File: src/rtl/arbiter_4req.sv
// Four-requester arbiter with registered one-hot grant and a hold limit that forces
// release when others wait. Define ARBITER_4REQ_ROUND_ROBIN_EN for round-robin order; default is fixed priority.
module arbiter_4req #(
    parameter int unsigned MAX_HOLD = 8
) (
    input  logic       clk,
    input  logic       rst,
    input  logic [3:0] req,
    output logic [3:0] gnt,
    output logic [1:0] gnt_id,
    output logic       valid
);

    typedef enum logic {IDLE, GRANT} state_t;

    localparam logic [7:0] HOLD_LIMIT = 8'(MAX_HOLD);

    state_t     state, state_nxt;
    logic [1:0] owner, owner_nxt;
    logic [7:0] cnt, cnt_nxt;
    logic [3:0] others;
    logic [3:0] cand;
    logic       new_grant;
    logic [1:0] win;
    logic       found;

`ifdef ARBITER_4REQ_ROUND_ROBIN_EN
    logic [1:0] ptr, ptr_nxt;
    logic [1:0] idx;

    // Search starts just past the last owner; the first hit in rotation order wins.
    always_comb begin
        win   = '0;
        found = 1'b0;
        idx   = '0;
        for (int unsigned k = 0; k < 4; k++) begin
            idx = ptr + 2'd1 + 2'(k);
            if (!found && cand[idx]) begin
                win   = idx;
                found = 1'b1;
            end
        end
    end
`else
    // Ascending scan lets the highest-index requester overwrite lower ones.
    always_comb begin
        win   = '0;
        found = 1'b0;
        for (int unsigned k = 0; k < 4; k++) begin
            if (cand[k]) begin
                win   = 2'(k);
                found = 1'b1;
            end
        end
    end
`endif

    always_comb begin
        state_nxt = state;
        owner_nxt = owner;
        cnt_nxt   = cnt;
        cand      = '0;
        new_grant = 1'b0;
        others    = req & ~(4'b0001 << owner);
        case (state)
            IDLE: begin
                if (|req) begin
                    cand      = req;
                    new_grant = 1'b1;
                end
            end
            GRANT: begin
                if (!req[owner]) begin
                    if (|others) begin
                        cand      = others;
                        new_grant = 1'b1;
                    end else begin
                        state_nxt = IDLE;
                        owner_nxt = '0;
                        cnt_nxt   = '0;
                    end
                end else if (cnt == HOLD_LIMIT && |others) begin
                    cand      = others;
                    new_grant = 1'b1;
                end else if (cnt != HOLD_LIMIT) begin
                    cnt_nxt = cnt + 8'd1;
                end
            end
            default: state_nxt = IDLE;
        endcase
        if (new_grant && found) begin
            state_nxt = GRANT;
            owner_nxt = win;
            cnt_nxt   = 8'd1;
        end
    end

`ifdef ARBITER_4REQ_ROUND_ROBIN_EN
    always_comb begin
        ptr_nxt = ptr;
        if (new_grant && found) ptr_nxt = win;
    end

    always_ff @(posedge clk) begin
        if (rst) ptr <= 2'd3;
        else     ptr <= ptr_nxt;
    end
`endif

    always_ff @(posedge clk) begin
        if (rst) begin
            state  <= IDLE;
            owner  <= '0;
            cnt    <= '0;
            gnt    <= '0;
            gnt_id <= '0;
            valid  <= 1'b0;
        end else begin
            state  <= state_nxt;
            owner  <= owner_nxt;
            cnt    <= cnt_nxt;
            gnt    <= (state_nxt == GRANT) ? (4'b0001 << owner_nxt) : 4'b0000;
            gnt_id <= (state_nxt == GRANT) ? owner_nxt : 2'd0;
            valid  <= (state_nxt == GRANT);
        end
    end

endmodule
File: config.mk
export PLATFORM = sky130hd
export DESIGN_NAME = arbiter_4req
export DESIGN_NICKNAME = d
export VERILOG_FILES = /design/src/rtl/arbiter_4req.sv
export SDC_FILE = /design/constraint.sdc
export NUM_CORES = 1
export LEC_CHECK = 0
export ABC_AREA = 1
export CAP_MARGIN = 20
export CORE_ASPECT_RATIO = 1.4
export CORE_UTILIZATION = 52
export CTS_CLUSTER_SIZE = 24
export DETAILED_ROUTE_END_ITERATION = 8
export PLACE_DENSITY = 0.76
export SLEW_MARGIN = 10
export SYNTH_ARGS = -nofsm -noshare
export SYNTH_HDL_FRONTEND = slang
export SYNTH_SLANG_ARGS = --single-unit
export TNS_END_PERCENT = 10
File: constraint.sdc
create_clock -name clk -period 3.6 [get_ports clk]
set_clock_uncertainty 0.1 [all_clocks]
set_input_delay 0.72 -clock clk [delete_from_list [all_inputs] [get_ports clk]]
set_output_delay 0.72 -clock clk [all_outputs]
set_load 0.02 [all_outputs]
; ---- After elaboration in Yosys (flattened, before gate mapping)
; Index checks and enable logic that the tools add are counted.
[totals]
register_bits = 17
out_inout_bits = 7
[classes]
n_mux = 32
n_shift = 2
magnitude_cmp = 1
n_reduce_logical = 9
n_eq_ne = 8
bitwise = 4
addsub = 1
[op_table]
columns = op, n
row1 = 8-bit 2-to-1 mux, 4
row2 = 4-bit 2-to-1 mux, 4
row3 = 1-bit 2-to-1 mux, 15
row4 = 2-bit 2-to-1 mux, 6
row5 = 8-bit by 1-bit adder with 8-bit output (second input constant), 1
row6 = 8-bit by 4-bit equality test with 1-bit output (second input constant), 1
row7 = 8-bit by 4-bit inequality test with 1-bit output (second input constant), 1
row8 = 4-bit one-hot mux with 2 select lines, 1
row9 = 4-bit AND reduction, 2
row10 = 4-bit OR reduction, 2
row11 = 1-bit by 2-bit << shifter with 4-bit output (first input constant), 2
row12 = 3-bit by 2-bit inequality test with 1-bit output (second input constant), 2
row13 = 4-bit bitwise AND, 1
row14 = 2-bit inequality test (second input constant), 2
row15 = 4-bit NOT, 1
row16 = 2-bit OR reduction, 2
row17 = 2-bit by 3-bit less-than comparator with 1-bit output (second input constant), 1
row18 = 3-bit by 1-bit inequality test with 1-bit output (second input constant), 1
row19 = 1-bit binary-select mux with 2-bit select, 1
row20 = 1-bit logical AND, 2
row21 = 2-bit by 1-bit inequality test with 1-bit output (second input constant), 1
row22 = 1-bit NOT, 2
row23 = 1-bit one-hot mux with 2 select lines, 1
row24 = 2-bit nonzero test, 1

; ---- Logic depth before layout (Yosys ltp)
[logic_depth]
word_depth = 16
depth_mapped = 13
ltp_nobuf = 13

; ---- Least setup slack after synthesis
; Ideal clock, no wire load.
[synth_timing]
path_kind = input to register
from = input port req[1]
to = register gnt[2]
path_buffers = 0
t_required_ns = 3.386
path_slack_ns = 1.850
cell_stages = 10
t_arrival_ns = 1.536
setup_ns = 0.114
path_cell_list = nor2_1 > nand3_1 > inv_1 > nand2_1 > nand2_1 > clkinv_1 > nand2_2 > nand3_2 > nand2_1 > nor2_1
[synth_between]
elab_chain_len = 14
[synth_rtl]
columns = element, line
row1 = start: declaration, 8  ; input logic [3:0] req,
row2 = 4-bit bitwise AND, 64  ; others = req & ~(4'b0001 << owner);
row3 = 4-bit OR reduction, "74, 82"
row4 = 1-bit logical AND, 82  ; end else if (cnt == HOLD_LIMIT && |others) begin
row5 = 4-bit 2-to-1 mux, 82
row6 = 4-bit 2-to-1 mux, 73  ; if (!req[owner]) begin
row7 = 4-bit one-hot mux with 2 select lines, 65  ; case (state)
row8 = 1-bit 2-to-1 mux (4 in series), 50  ; if (cand[k]) begin
row9 = 1-bit logical AND, 91  ; if (new_grant && found) begin
row10 = 1-bit 2-to-1 mux, 91
row11 = 1-bit NOT (no source line), --
row12 = 2-bit OR reduction (no source line), --
row13 = end signal: assignment, 122  ; gnt <= (state_nxt == GRANT) ? (4'b0001 << owner_nxt) : 4'b0000;
row14 = end: declaration, 9  ; output logic [3:0] gnt,
; Parallel ways exist; a longest one is shown, timed or not. The select of a mux whose other input is x is not followed.
; A chain may end at the register's enable or synchronous reset.

==> flow_summary.toml <==
[power]
power_switching_share_pct = 35.63
internal_power_mw = 0.2918
power.static_leakage_nw = 0.5927
seqPwrFrac_pct = 46.8
powerDensity_nw_per_um2 = 379.0
switchingPower_mw = 0.1615
p_clk_share_pct = 23.9
power.ir.vdd_worst_mv = 0.2913
combinationalPowerShare_pct = 29.3

[sta]
setup_tns_ns = 0
worstMarginPinSlew_ns = 0.3255
max_freq_mhz = 430.0
min_period_over_period_pct = 64.61
report.final.setup_viol = 0
report.final.hold_viol_count = 0
min_period_ns = 2.326
drv_slew = 0
grt_setup_unrepaired = "no"
slew_headroom_pct = 78.22

[cts]
cts_num_sinks = 17
root_buffer = "sky130_fd_sc_hd__clkbuf_4"
worst_setup_hold_path_clk_slew_ns = 0.12
post-cts-setup-buffer-count = 0
worstSkewPairLatency_ns = 0.31
ctsLongestPathBuffers = 2
postCtsHoldBufs = 0
tritoncts = "done"
tritoncts.num_buffers = 3
cts-htree-levels = 1
cts-resized-gates = 0

[floorplanning]
die_h_microns = 54.62
i_o_pin_count = 13
design.die.area_sq_um = 2162
die_x_microns = 39.59
starting_density_of_the_core_pct = 57.08
core_area_sq_um = 1802
standard_cell_rows = 18

[detailed_routing]
highest_layer = "met4"
dr.pass1.iters = 4
met2_length_microns = 1132
num_vias = 982
met1_routed_length_microns = 882
postRouteAntennaNets = 0
drt_iter0_markers = 14
total_wire_length_microns = 2098
drc = 0
wl_met3_microns = 58
vias_per_cell = 5.088
drt-wirelength-per-cell_microns = 10.87

[global_routing]
grt_overflow = 0
globalRouteTotalUtil_pct = 24.01
initial_antenna_violation_count = 0
global_route_wire_length_before_repair_microns = 3532
first_global_vias = 859
grt_start_max_net_pins = 11

[worst_setup_path]
worst_path_buffer_plus_inverter_count = 1
cp_top_family = "buffers and inverters"
critical_path_arrival_ns = 1.51
setup.worst_path.start_class = "flip-flop"
cp_cell_instances = "clkdlybuf4s50_1"
worst_ep_required_time_ns = 2.78
critPathMaxFanout = 8
critical_path.endpoint_type = "output pin"
worst-setup-path-type = "flip-flop to output pin"
max_stage_delay_ns = 0.67
slowest_stage = "sky130_fd_sc_hd__clkdlybuf4s50_1"

[placed_design]
portBuffers = 12
placed_area_sq_um = 1169
routabilityCongestion = 0.8324
detailedPlacementHpwl_microns = 1664

[min_path]
holdCritPathClass = "flip-flop to flip-flop"

[synth]
synthesis.area_sq_um = 1028
synth.distinct_cells = 23
postSynthAreaPerCell_sq_um = 6.509
mappedNetlistNets = 166
synth_seq_area_share_pct = 33.09
yosys_warnings = 0
synth.ff_latch_count = 17
postSynthCellCount = 158

[run_status]
status = "finished, final reports clean"

[finish]
leading_cell_type_in_the_layout_fill_and_taps_excluded = "sky130_fd_sc_hd__nand2_1"
layout.cells.most_common_list = "sky130_fd_sc_hd__nand2_1 (43), sky130_fd_sc_hd__inv_1 (26), sky130_fd_sc_hd__nor2_1 (21)"
nets = 182
postLayoutCellArea_sq_um = 1196
antenna_cells_inserted = 0
post_route_cells_drive_above_1_share_pct = 12.72
area_growth_syn_to_layout_pct = 16.30

[run]
max_cap_viol = 0
-- worst paths after layout --
check | from | to | slack, ns | cells past startpoint
worst max-delay path | state$_SDFF_PP0_ | valid | 1.27 | 1
worst min-delay path | cnt[7]$_SDFFE_PP0P_ | cnt[7]$_SDFFE_PP0P_ | 0.41 | 2
worst max register to register | cnt[0]$_SDFFE_PP0P_ | gnt[1]$_SDFF_PP0_ | 1.95 | 10
worst min register to register | cnt[7]$_SDFFE_PP0P_ | cnt[7]$_SDFFE_PP0P_ | 0.41 | 2
-- power groups by stage --
stage	sequential [mW]	combinational (mW)	clock [mW]
2_1_floorplan	0.225	0.0832	0
3_3_place_gp	0.216	0.131	0
3_5_place_dp	0.216	0.133	0
4_1_cts	0.212	0.134	0.109
5_1_grt	0.213	0.151	0.117
6_report	0.212	0.133	0.108
-- logic make-up after synthesis --
group                    Yosys count  synth area share [%]
buffers and inverters             30                 11.07
AO/OA/AOI/OAI                     14                 8.759
adder cells (fa/ha/maj)            2                 2.433
AND/OR/NAND/NOR                   92                 42.09
XOR/XNOR                           3                 2.555
flip-flops                        17                 33.09
-- synthesized netlist by cell type --
library cell | number | area share (%)
sky130_fd_sc_hd__a21oi_1 | 5 | 2.4
sky130_fd_sc_hd__nor3_1 | 2 | 0.97
sky130_fd_sc_hd__nand4_1 | 3 | 1.8
sky130_fd_sc_hd__nand3_2 | 2 | 1.9
sky130_fd_sc_hd__ha_1 | 2 | 2.4
sky130_fd_sc_hd__dfxtp_1 | 17 | 33
sky130_fd_sc_hd__nand2_1 | 43 | 16
sky130_fd_sc_hd__xnor2_1 | 3 | 2.6
sky130_fd_sc_hd__clkinv_1 | 1 | 0.36
sky130_fd_sc_hd__o21bai_1 | 2 | 1.5
sky130_fd_sc_hd__a21oi_4 | 1 | 1.6
sky130_fd_sc_hd__nand2_2 | 7 | 4.3
sky130_fd_sc_hd__nor2_2 | 1 | 0.61
sky130_fd_sc_hd__o21ai_0 | 2 | 0.97
sky130_fd_sc_hd__nor2_1 | 21 | 7.7
sky130_fd_sc_hd__inv_1 | 26 | 9.5
sky130_fd_sc_hd__and3_1 | 3 | 1.8
sky130_fd_sc_hd__nand2_4 | 4 | 4.4
sky130_fd_sc_hd__inv_2 | 2 | 0.73
sky130_fd_sc_hd__buf_2 | 1 | 0.49
sky130_fd_sc_hd__nand3_1 | 6 | 2.9
sky130_fd_sc_hd__a21oi_2 | 1 | 0.85
sky130_fd_sc_hd__o21ai_1 | 3 | 1.5
-- metrics by stage --
step           std cells  hold WS [ns]  setup slack [ns]  utilization (%)  power, mW
5_1_grt              193        0.4233             1.232            66.39     0.4816
3_3_place_gp         189        0.3857             1.186            64.86     0.3470
3_5_place_dp         189        0.3917             1.152            64.86     0.3492
4_1_cts              193        0.4098             1.270            66.39     0.4547
2_1_floorplan        158        0.3675             1.850                -     0.3077
6_report             193        0.4063             1.274            66.39     0.4533
-- state kept, by name (all words and copies together), names as in the netlist --
name    flops
gnt         4
gnt_id      2
state       1
cnt         8
owner       2
-- metal layers --
| metal | vias up | global-route usage [%] |
|---|---|---|
| li1 | 517 | - |
| met1 | 445 | 26.63 |
| met2 | 16 | 42.35 |
| met3 | 4 | 4.878 |
| met4 | 0 | 10.92 |
| met5 | - | 0 |
-- area by class of cell --
class                   instances  area (sq um)
repair buffers                 12         120.1
flip-flops and latches         17         340.3
fillers                       168         605.6
clock inverters                 1         5.005
multi-input cells             111         574.3
well taps                      20         25.02
clock buffers                   3         22.52
inverters                      29         108.9
(Power assumes the default switching activity.)
